File: config.mk
export PLATFORM = sky130hd
export DESIGN_NAME = hazard_ctrl_flat
export DESIGN_NICKNAME = d
export VERILOG_FILES = /design/src/rtl/hazard_ctrl_if.sv /design/src/rtl/hazard_ctrl.sv /design/src/flat_wrapper.sv
export SDC_FILE = /design/constraint.sdc
export NUM_CORES = 1
export LEC_CHECK = 0
export ABC_AREA = 1
export BUFFER_PORTS_ARGS = -buffer_cell sky130_fd_sc_hd__buf_2
export CORE_AREA = 10 10 93 115
export DETAILED_ROUTE_END_ITERATION = 16
export DIE_AREA = 0 0 103 125
export GPL_ROUTABILITY_DRIVEN = 0
export PLACE_DENSITY = 0.73
export SLEW_MARGIN = 10
export SYNTH_ARGS = -nofsm -noshare
export SYNTH_HDL_FRONTEND = slang
export SYNTH_SLANG_ARGS = --single-unit
File: constraint.sdc
create_clock -name clk -period 3.4 [get_ports clk]
set_clock_uncertainty 0.15 [all_clocks]
set_input_delay 0 -clock clk [delete_from_list [all_inputs] [get_ports clk]]
set_output_delay 0 -clock clk [all_outputs]
set_load 0.02 [all_outputs]
File: src/rtl/hazard_ctrl_if.sv
// -----------------------------------------------------------------------------
// hazard_ctrl_if
//   Bundle of the signals exchanged between the pipeline (master) and the
//   hazard controller (slave).
//   Pipeline -> controller : ID-stage instruction fields, redirect, mem ready
//   Controller -> pipeline : issue/hold/bubble/flush/freeze controls,
//                            watchdog error, perf counters
// -----------------------------------------------------------------------------
interface hazard_ctrl_if #(
  parameter int AW    = 5,
  parameter int CNT_W = 16
);
  logic             i_id_valid;
  logic [AW-1:0]    i_id_rs1;
  logic [AW-1:0]    i_id_rs2;
  logic             i_id_use_rs1;
  logic             i_id_use_rs2;
  logic [AW-1:0]    i_id_rd;
  logic             i_id_is_load;
  logic             i_redirect;
  logic             i_mem_ready;

  logic             o_issue;
  logic             o_hold_pc;
  logic             o_hold_ifid;
  logic             o_bubble_idex;
  logic             o_flush_ifid;
  logic             o_flush_exm;
  logic             o_freeze;
  logic             o_mem_timeout;
  logic [CNT_W-1:0] o_stall_cnt;
  logic [CNT_W-1:0] o_flush_cnt;

  // Pipeline side
  modport master (
    output i_id_valid, i_id_rs1, i_id_rs2, i_id_use_rs1, i_id_use_rs2,
           i_id_rd, i_id_is_load, i_redirect, i_mem_ready,
    input  o_issue, o_hold_pc, o_hold_ifid, o_bubble_idex, o_flush_ifid,
           o_flush_exm, o_freeze, o_mem_timeout, o_stall_cnt, o_flush_cnt
  );

  // Hazard controller side
  modport slave (
    input  i_id_valid, i_id_rs1, i_id_rs2, i_id_use_rs1, i_id_use_rs2,
           i_id_rd, i_id_is_load, i_redirect, i_mem_ready,
    output o_issue, o_hold_pc, o_hold_ifid, o_bubble_idex, o_flush_ifid,
           o_flush_exm, o_freeze, o_mem_timeout, o_stall_cnt, o_flush_cnt
  );
endinterface

File: src/rtl/hazard_ctrl.sv
// -----------------------------------------------------------------------------
// hazard_ctrl
//   Pipeline hazard controller for the 5-stage RV32I core.
//   - Load-use: per-register pending mask, LOAD_LAT cycles deep.
//   - Redirect: squashes IF/ID, ID/EX, EX/MEM and cancels the load in EX.
//   - Memory wait: freezes the pipe; watchdog enters a sticky error state
//     after MEM_TIMEOUT consecutive not-ready cycles.
// Ports
//   clk    : core clock
//   reset  : asynchronous, active-low reset
//   hz     : hazard_ctrl_if.slave (ID fields, redirect, mem ready in;
//            pipeline controls, watchdog flag and perf counters out)
// -----------------------------------------------------------------------------
module hazard_ctrl #(
  parameter int NREG        = 32,
  parameter int AW          = 5,
  parameter int LOAD_LAT    = 1,
  parameter int MEM_TIMEOUT = 16,
  parameter int CNT_W       = 16
) (
  input  logic          clk,
  input  logic          reset,
  hazard_ctrl_if.slave  hz
);

  typedef enum logic [1:0] {
    ST_RUN  = 2'd0,
    ST_WAIT = 2'd1,
    ST_ERR  = 2'd2
  } state_t;

  state_t           state_q, state_d;
  logic [7:0]       wcnt_q, wcnt_d;
  logic [CNT_W-1:0] stall_cnt_q, stall_cnt_d;
  logic [CNT_W-1:0] flush_cnt_q, flush_cnt_d;

  logic [NREG-1:0]  pend;
  logic             freeze;
  logic             hazard;
  logic             redirect_act;
  logic             hazard_act;
  logic             issue;

  // ---------------------------------------------------------------------------
  // Scoreboard: one shift mask per architectural register. x0 has no storage.
  // ---------------------------------------------------------------------------
  genvar gi;
  generate
    for (gi = 0; gi < NREG; gi++) begin : g_sb
      if (gi == 0) begin : g_x0
        assign pend[gi] = 1'b0;
      end else begin : g_reg
        logic [LOAD_LAT-1:0] pm_q, pm_d;
        logic [LOAD_LAT-1:0] aged;
        logic                set;

        always_comb begin
          set  = issue && hz.i_id_is_load && (hz.i_id_rd == AW'(gi));
          // An accepted redirect kills the load that just entered EX (bit0)
          aged = pm_q & ~LOAD_LAT'(redirect_act);
          pm_d = pm_q;
          if (!freeze) begin
            pm_d = (aged << 1) | LOAD_LAT'(set);
          end
        end

        always_ff @(posedge clk or negedge reset) begin
          if (!reset) pm_q <= '0;
          else        pm_q <= pm_d;
        end

        assign pend[gi] = |pm_q;
      end
    end
  endgenerate

  // ---------------------------------------------------------------------------
  // Per-cycle priority: freeze > redirect > load-use hazard > issue
  // ---------------------------------------------------------------------------
  always_comb begin
    freeze = (state_q != ST_RUN) || !hz.i_mem_ready;
    hazard = hz.i_id_valid &&
             ((hz.i_id_use_rs1 && pend[hz.i_id_rs1]) ||
              (hz.i_id_use_rs2 && pend[hz.i_id_rs2]));
    redirect_act = 1'b0;
    hazard_act   = 1'b0;
    issue        = 1'b0;
    if (!freeze) begin
      if (hz.i_redirect)  redirect_act = 1'b1;
      else if (hazard)    hazard_act   = 1'b1;
      else                issue        = hz.i_id_valid;
    end
  end

  assign hz.o_issue       = issue;
  assign hz.o_hold_pc     = hazard_act;
  assign hz.o_hold_ifid   = hazard_act;
  assign hz.o_bubble_idex = hazard_act || redirect_act;
  assign hz.o_flush_ifid  = redirect_act;
  assign hz.o_flush_exm   = redirect_act;
  assign hz.o_freeze      = freeze;
  assign hz.o_mem_timeout = (state_q == ST_ERR);
  assign hz.o_stall_cnt   = stall_cnt_q;
  assign hz.o_flush_cnt   = flush_cnt_q;

  // ---------------------------------------------------------------------------
  // Memory-wait watchdog. wcnt counts consecutive not-ready cycles; the RUN
  // cycle that first sees not-ready counts as the first one.
  // ---------------------------------------------------------------------------
  always_comb begin
    state_d = state_q;
    wcnt_d  = wcnt_q;
    case (state_q)
      ST_RUN: begin
        if (!hz.i_mem_ready) begin
          state_d = ST_WAIT;
          wcnt_d  = 8'd1;
        end
      end
      ST_WAIT: begin
        if (hz.i_mem_ready) begin
          // Still frozen this cycle; the pipe releases on the next one
          state_d = ST_RUN;
          wcnt_d  = 8'd0;
        end else if (wcnt_q == 8'(MEM_TIMEOUT - 1)) begin
          state_d = ST_ERR;
        end else begin
          wcnt_d = wcnt_q + 8'd1;
        end
      end
      ST_ERR:  state_d = ST_ERR;
      default: state_d = ST_RUN;
    endcase
  end

  // Counters only move on accepted events, so they hold while frozen
  always_comb begin
    stall_cnt_d = stall_cnt_q + CNT_W'(hazard_act);
    flush_cnt_d = flush_cnt_q + CNT_W'(redirect_act);
  end

  always_ff @(posedge clk or negedge reset) begin
    if (!reset) begin
      state_q     <= ST_RUN;
      wcnt_q      <= 8'd0;
      stall_cnt_q <= '0;
      flush_cnt_q <= '0;
    end else begin
      state_q     <= state_d;
      wcnt_q      <= wcnt_d;
      stall_cnt_q <= stall_cnt_d;
      flush_cnt_q <= flush_cnt_d;
    end
  end

endmodule

File: src/flat_wrapper.sv
// flat-port wrapper written by rule: the top's interface ports become plain ports
module hazard_ctrl_flat 
#(
  parameter int NREG        = 32,
  parameter int AW          = 5,
  parameter int LOAD_LAT    = 1,
  parameter int MEM_TIMEOUT = 16,
  parameter int CNT_W       = 16
)
  (clk, reset, hz_i_id_valid, hz_i_id_rs1, hz_i_id_rs2, hz_i_id_use_rs1, hz_i_id_use_rs2, hz_i_id_rd, hz_i_id_is_load, hz_i_redirect, hz_i_mem_ready, hz_o_issue, hz_o_hold_pc, hz_o_hold_ifid, hz_o_bubble_idex, hz_o_flush_ifid, hz_o_flush_exm, hz_o_freeze, hz_o_mem_timeout, hz_o_stall_cnt, hz_o_flush_cnt);
  hazard_ctrl_if #(.AW(AW), .CNT_W(CNT_W)) hz_i ();
  input  logic clk;
  input  logic reset;
  input wire logic [$bits(hz_i.i_id_valid)-1:0] hz_i_id_valid;
  input wire logic [$bits(hz_i.i_id_rs1)-1:0] hz_i_id_rs1;
  input wire logic [$bits(hz_i.i_id_rs2)-1:0] hz_i_id_rs2;
  input wire logic [$bits(hz_i.i_id_use_rs1)-1:0] hz_i_id_use_rs1;
  input wire logic [$bits(hz_i.i_id_use_rs2)-1:0] hz_i_id_use_rs2;
  input wire logic [$bits(hz_i.i_id_rd)-1:0] hz_i_id_rd;
  input wire logic [$bits(hz_i.i_id_is_load)-1:0] hz_i_id_is_load;
  input wire logic [$bits(hz_i.i_redirect)-1:0] hz_i_redirect;
  input wire logic [$bits(hz_i.i_mem_ready)-1:0] hz_i_mem_ready;
  output wire logic [$bits(hz_i.o_issue)-1:0] hz_o_issue;
  output wire logic [$bits(hz_i.o_hold_pc)-1:0] hz_o_hold_pc;
  output wire logic [$bits(hz_i.o_hold_ifid)-1:0] hz_o_hold_ifid;
  output wire logic [$bits(hz_i.o_bubble_idex)-1:0] hz_o_bubble_idex;
  output wire logic [$bits(hz_i.o_flush_ifid)-1:0] hz_o_flush_ifid;
  output wire logic [$bits(hz_i.o_flush_exm)-1:0] hz_o_flush_exm;
  output wire logic [$bits(hz_i.o_freeze)-1:0] hz_o_freeze;
  output wire logic [$bits(hz_i.o_mem_timeout)-1:0] hz_o_mem_timeout;
  output wire logic [$bits(hz_i.o_stall_cnt)-1:0] hz_o_stall_cnt;
  output wire logic [$bits(hz_i.o_flush_cnt)-1:0] hz_o_flush_cnt;
  assign hz_i.i_id_valid = hz_i_id_valid;
  assign hz_i.i_id_rs1 = hz_i_id_rs1;
  assign hz_i.i_id_rs2 = hz_i_id_rs2;
  assign hz_i.i_id_use_rs1 = hz_i_id_use_rs1;
  assign hz_i.i_id_use_rs2 = hz_i_id_use_rs2;
  assign hz_i.i_id_rd = hz_i_id_rd;
  assign hz_i.i_id_is_load = hz_i_id_is_load;
  assign hz_i.i_redirect = hz_i_redirect;
  assign hz_i.i_mem_ready = hz_i_mem_ready;
  assign hz_o_issue = hz_i.o_issue;
  assign hz_o_hold_pc = hz_i.o_hold_pc;
  assign hz_o_hold_ifid = hz_i.o_hold_ifid;
  assign hz_o_bubble_idex = hz_i.o_bubble_idex;
  assign hz_o_flush_ifid = hz_i.o_flush_ifid;
  assign hz_o_flush_exm = hz_i.o_flush_exm;
  assign hz_o_freeze = hz_i.o_freeze;
  assign hz_o_mem_timeout = hz_i.o_mem_timeout;
  assign hz_o_stall_cnt = hz_i.o_stall_cnt;
  assign hz_o_flush_cnt = hz_i.o_flush_cnt;
  hazard_ctrl #(.NREG(NREG), .AW(AW), .LOAD_LAT(LOAD_LAT), .MEM_TIMEOUT(MEM_TIMEOUT), .CNT_W(CNT_W)) u_core (.clk(clk), .reset(reset), .hz(hz_i));
endmodule
==> results of run 1 <==
registers in the layout, indices dropped and copies added, names as in the netlist:
register / cells
u_core.g_sb.g_reg.pm_q: 31
u_core.hz.o_flush_cnt: 16
u_core.hz.o_stall_cnt: 16
u_core.wcnt_q: 8
u_core.state_q: 2
routing by layer:
metal  up-vias  part of all wire, %  track usage, %  routed length [µm]
met4         0                  2.7            6.64                 274
met3        24                  6.3            5.51                 642
li1       1892                    -               -                   -
met5         -                    0               0                   0
met1      1865                   41            19.9                4200
met2       111                   50            28.1                5130
logic make-up after synthesis:
family | Yosys count | share of synthesized area (%)
AO/OA/AOI/OAI | 14 | 1.86
XOR/XNOR | 29 | 5.81
adder cells (fa/ha/maj) | 5 | 1.43
buffers and inverters | 96 | 11.3
flip-flops | 73 | 41.8
AND/OR/NAND/NOR | 341 | 37.8
cell usage after synthesis:
master	number	area, µm²
clkinv_4	2	17.5
buf_2	2	10.0
xor2_1	19	166
nor2_1	46	173
ha_1	5	62.6
nand4_1	8	50.1
inv_2	4	15.0
nor3_1	18	90.1
xnor2_1	10	87.6
nor4_1	2	12.5
o22ai_1	1	6.26
o211ai_1	1	7.51
inv_1	68	255
nand2_4	1	11.3
clkbuf_1	6	22.5
buf_8	2	30.0
buf_12	3	60.1
nor2_8	1	20.0
nand3_2	33	330
buf_6	4	45.0
and3_1	1	6.26
nand2_2	1	6.26
dfrtp_1	73	1830
a21oi_1	2	10.0
nand2_1	161	604
nand3_1	68	340
o32ai_1	2	17.5
o21ai_0	8	40.0
nor2_2	1	6.26
buf_4	5	37.5
critical path: stages, from the launching register on:
cell	delay, ns
dfrtp_1	0.36
inv_1	0.08
nand2_1	0.07
nand3_1	0.11
nand3_1	0.11
nand3_1	0.07
nand3_1	0.08
nand3_2	0.09
nand2_4	0.12
inv_1	0.06
nor2_1	0.17
ha_1	0.20
ha_1	0.20
nand4_1	0.13
nor3_1	0.25
nand3_1	0.16
nor2_1	0.16
nand2_1	0.08
xnor2_1	0.14
worst min path at each step:
stage | from | to | slack (ns) | cells past startpoint
4_1_cts | hz_i_id_use_rs2 | u_core.g_sb[25].g_reg.pm_q | 0.05 | 6
2_1_floorplan | reset | u_core.g_sb[10].g_reg.pm_q | -0.45 | 0
3_3_place_gp | reset | u_core.hz.o_stall_cnt[9] | -0.10 | 1
3_5_place_dp | reset | u_core.hz.o_stall_cnt[9] | -0.09 | 1
5_1_grt | hz_i_id_use_rs2 | u_core.g_sb[11].g_reg.pm_q | 0.08 | 6
6_report | reset | u_core.hz.o_stall_cnt[9] | 0.04 | 2
through the flow:
stage / utilization [%] / setup slack (ns)
after global routing: 57.8 / 0.0808
after CTS: 57.8 / 0.449
after detailed placement: 54.0 / 0.379
final: 57.8 / 0.478
after global placement: 54.0 / 0.542
after floorplan: - / 0.450
report_power, final:
part | internal (mW) | total, mW | switching [mW]
sequential | 0.923 | 0.970 | 0.0477
clock | 0.470 | 0.773 | 0.303
combinational | 0.110 | 0.349 | 0.239
total | 1.50 | 2.09 | 0.590
layout make-up:
class,instances,area (µm²)
Fill cell,782,3610
Multi-Input combinational cell,389,2050
Sequential cell,73,1830
Timing Repair Buffer,75,433
Inverter,74,288
Clock buffer,13,169
Tap cell,100,125
Clock inverter,2,60.1
==> flow_metrics.env, run 1 <==
export IMPL_post_dp_cell_area_mm2=0.00462
export IMPL_layout_commonest_cell="nand2_1"
export IMPL_power_leakage_nw=2.64
export IMPL_crit_type="reg2reg"
export IMPL_ys_seq_area_share_pct=41.8
export IMPL_fp_dieW_um=103
export IMPL_dr_first_iter_drc_count=284
export IMPL_maxCapViolCount=0
export IMPL_clock_latency_ns=0.35
export IMPL_cts_tree="yes"
export IMPL_vias=3892
export IMPL_via_per_inst=5.36
export IMPL_crit_path_max_fanout=3
export IMPL_wire_per_inst_um=14.1
export IMPL_slew_limit_headroom_pct=45.9
export IMPL_final_cell_mix="161 x nand2_1, 73 x dfrtp_1, 68 x inv_1, 68 x nand3_1, 62 x buf_2"
export IMPL_drt_first_pass_iters=5
export IMPL_startpoint="u_core.g_sb[19].g_reg.pm_q"
export IMPL_cts_root_buf="clkbuf_8"
export IMPL_fin_crit_ns=2.92
export IMPL_nNetsFinal=650
export IMPL_core_area_mm2=0.00856
export IMPL_grt_pass1_wl_mm=18.1
export IMPL_final_setup_tns_ns=0
export IMPL_cp_endpoint="u_core.hz.o_stall_cnt[14]"
export IMPL_design_area_mm2=0.00495
export IMPL_reg2reg_from="u_core.g_sb[19].g_reg.pm_q"
export IMPL_endpoint_kind="register"
export IMPL_cts_buffer_depth=2
export IMPL_rsz0062_at_grt="false"
export IMPL_io_pins=63
export IMPL_worst_pin_slew_ns=0.811
export IMPL_port_buffers=62
export IMPL_syn_cell_area_mm2=0.00437
export IMPL_min_path_type="in2async"
export IMPL_min_period_over_period_pct=85.9
export IMPL_gr_total_overflow=0
export IMPL_required_ns=3.48
export IMPL_ys_ff_latch=73
export IMPL_layout_drive_gt1_share_pct=19.5
export IMPL_p_total_mw=2.09
export IMPL_grt_pass1_vias=3927
export IMPL_hold_viol=0
export IMPL_ant_nets=0
export IMPL_syn_nets=586
export IMPL_final_cells=726
export IMPL_grt_usage_pct=17.1
export IMPL_synthDistinctLibCells=30
export IMPL_fp_row_count=38
export IMPL_dp_cells=701
export IMPL_insertedDiodeCount=0
export IMPL_syn_to_final_growth_pct=13.3
export IMPL_ctsHtreeMaxLevel=3
export IMPL_slew_viol_final=0
export IMPL_cts_buffers=9
export IMPL_irDropWorstVdd_mv=0.359
export IMPL_start_kind="register"
export IMPL_r2r_end="u_core.hz.o_stall_cnt[14]"
export IMPL_clock_sinks=73
export IMPL_max_freq_ghz=0.342
export IMPL_power_density_mw_per_mm2=423
export IMPL_drt_total_wl_mm=10.2
export IMPL_setup_viol=0
export IMPL_initial_core_util_pct=51.0
export IMPL_postSynthAreaPerCell_um2=7.83
export IMPL_postCtsHoldBufs=10
export IMPL_grt_max_degree=34
export IMPL_antenna_found_initial=0
export IMPL_cts_clk_slew_worst_paths_ns=0.07
export IMPL_critical_path_arrival_ns=3.00
export IMPL_post_cts_setup_buffers=0
export IMPL_die_h_um=125
export IMPL_status="finished clean"
export IMPL_synth_warnings=0
export IMPL_die_area_mm2=0.0129
export IMPL_reg2reg_setup_slack_ns=0.48
export IMPL_cts_resized=0
export IMPL_hold_ws_ns=0.0432
export IMPL_drc=0
export IMPL_reg2reg_depth=18
export IMPL_hpwl_mm=7.76
export IMPL_netlist_instances=558
No activity file was read; power rests on OpenSTA's default activity.
==> run 2, diff against run 1 <==
- clock period: 3.4 -> 3.3 ns (I/O delays scaled with it)
==> run 2 against run 1 <==
Compared with the run above: sequential power up 3.0%; non-clock buffer count up 1; maximum frequency down 0.39%; largest cell class unchanged; flip-flop and latch count unchanged; final cell count up 0.28%; combinational power up 3%; die area unchanged; wire length up 3.1%; core utilization up 0.23 points; largest power group unchanged; highest routed layer unchanged; global-route usage up 0.16 points; via count down 0.10%.
==> flow_metrics.env, run 2 (synthesized netlist as in run 1, its figures left out) <==
export IMPL_cts_buffer_depth=2
export IMPL_worst_path_buf_inv=2
export IMPL_irDropWorstVdd_mv=0.363
export IMPL_clock_latency_ns=0.34
export IMPL_power_leakage_nw=2.65
export IMPL_die_area_mm2=0.0129
export IMPL_syn_to_final_growth_pct=13.8
export IMPL_drc=0
export IMPL_port_buffers=62
export IMPL_fp_row_count=38
export IMPL_io_pins=63
export IMPL_required_ns=3.37
export IMPL_fp_dieW_um=103
export IMPL_layout_commonest_cell="nand2_1"
export IMPL_hold_ws_ns=0.0324
export IMPL_slew_limit_headroom_pct=45.7
export IMPL_holdPathEnd="u_core.g_sb[10].g_reg.pm_q"
export IMPL_crit_path_max_fanout=3
export IMPL_grt_usage_pct=17.2
export IMPL_crit_type="reg2reg"
export IMPL_cts_clk_slew_worst_paths_ns=0.07
export IMPL_rsz0062_at_grt="false"
export IMPL_crit_top_cell="nand3_1"
export IMPL_core_area_mm2=0.00856
export IMPL_worst_pin_slew_ns=0.815
export IMPL_final_setup_tns_ns=0
export IMPL_maxCapViolCount=0
export IMPL_start_kind="register"
export IMPL_fin_crit_ns=2.93
export IMPL_ctsHtreeMaxLevel=3
export IMPL_largest_register_ffs=31
export IMPL_dr_first_iter_drc_count=344
export IMPL_cts_root_buf="clkbuf_8"
export IMPL_grt_max_degree=51
export IMPL_hold_viol=0
export IMPL_cts_resized=0
export IMPL_initial_core_util_pct=51.0
export IMPL_grt_pass1_vias=3882
export IMPL_min_period_over_period_pct=88.9
export IMPL_postCtsHoldBufs=9
export IMPL_gr_total_overflow=0
export IMPL_die_h_um=125
export IMPL_drt_first_pass_iters=5
export IMPL_reg2reg_setup_slack_ns=0.37
export IMPL_min_from="hz_i_id_rd[4]"
export IMPL_reg2reg_from="u_core.g_sb[24].g_reg.pm_q"
export IMPL_min_path_type="in2reg"
export IMPL_nNetsFinal=651
export IMPL_endpoint_kind="register"
export IMPL_via_per_inst=5.34
export IMPL_largest_register="u_core.g_sb.g_reg.pm_q"
export IMPL_r2r_end="u_core.hz.o_stall_cnt[14]"
export IMPL_max_freq_ghz=0.341
export IMPL_crit_chain="inv_1 > nand2_1 > nand3_1 > nand3_1 > nand3_1 > nand3_1 > nand3_2 > nand2_4 > inv_1 > nor2_1 > ha_1 > ha_1 > nand4_1 > nor3_1 > nand3_1 > nor2_1 > nand2_1 > xnor2_1"
export IMPL_slew_viol_final=0
export IMPL_max_stage_delay_ns=0.38
export IMPL_setup_viol=0
export IMPL_drt_total_wl_mm=10.6
export IMPL_vias=3888
export IMPL_status="finished clean"
export IMPL_ant_nets=0
export IMPL_post_cts_setup_buffers=0
export IMPL_critPathSlowestCell="dfrtp_1"
export IMPL_insertedDiodeCount=0
export IMPL_wire_per_inst_um=14.5
export IMPL_antenna_found_initial=0
export IMPL_clock_sinks=73
export IMPL_cp_top_family="simple AND/OR/NAND/NOR gates"
export IMPL_critical_path_arrival_ns=3.00
export IMPL_layout_drive_gt1_share_pct=19.9
export IMPL_power_density_mw_per_mm2=432
export IMPL_hpwl_mm=7.82
export IMPL_hold_depth=4
export IMPL_final_cell_mix="161 x nand2_1, 73 x dfrtp_1, 68 x inv_1, 68 x nand3_1, 62 x buf_2"
export IMPL_cts_buffers=9
export IMPL_reg2reg_depth=18
export IMPL_cts_tree="yes"
export IMPL_grt_pass1_wl_mm=18.2
export IMPL_post_route_util_pct=58.1
==> run 2: cell types whose count changed in the layout (fill, tap and decap cells not counted) <==
cell        before  now
clkinvlp_4       0    1
clkbuf_8        12   11
clkbuf_1         1    0
buf_12           0    1
clkinv_2         0    2
==> run 2: per-stage QoR <==
stage	total power [mW]	setup slack [ns]	instance area, µm²	cells
global placement	1.36	0.454	4620	701
detailed placement	1.37	0.339	4620	701
global route	2.27	0.0179	4970	728
floorplan	1.24	0.350	4370	558
finish	2.15	0.367	4970	728
CTS	2.17	0.375	4940	726
==> run 2: power breakdown <==
group          switching [mW]  leakage, nW  internal [mW]
sequential             0.0485        0.975          0.950
clock                   0.325        0.115          0.464
combinational           0.245         1.56          0.115
total                   0.618         2.65           1.53
==> run 2: worst max-delay path by stage <==
stage / cells after the start / slack [ns] / end / from
after floorplan: 12 / 0.35 / u_core.hz.o_flush_cnt[15] / u_core.state_q[1]
after global placement: 19 / 0.45 / u_core.hz.o_stall_cnt[12] / hz_i_id_rs2[0]
after detailed placement: 19 / 0.34 / u_core.hz.o_stall_cnt[12] / hz_i_id_rs2[0]
after CTS: 18 / 0.37 / u_core.hz.o_stall_cnt[14] / u_core.g_sb[1].g_reg.pm_q
after global routing: 18 / 0.02 / u_core.hz.o_stall_cnt[14] / u_core.g_sb[24].g_reg.pm_q
final: 18 / 0.37 / u_core.hz.o_stall_cnt[14] / u_core.g_sb[24].g_reg.pm_q
==> run 2: layout make-up <==
type / count / area [µm²]
fillers: 775 / 3590
repair buffers: 76 / 453
clock inverters: 5 / 77.6
well taps: 100 / 125
clock buffers: 11 / 151
inverters: 74 / 288
flip-flops and latches: 73 / 1830
multi-input cells: 389 / 2050
==> run 2: worst min-delay path, cell delays in order <==
cell     delay [ns]
buf_2          0.28
nor2_1         0.10
nand3_2        0.06
nand2_1        0.04
==> run 2: layer usage <==
layer  vias to the layer above  wire length [µm]  track usage (%)  part of all wire, %
met5                         -                 0                0                    0
met4                         0               284             7.47                  2.7
met3                        32               702             4.90                  6.6
met2                       157              5350             28.0                   51
met1                      1802              4230             20.5                   40
li1                       1897                 -                -                    -
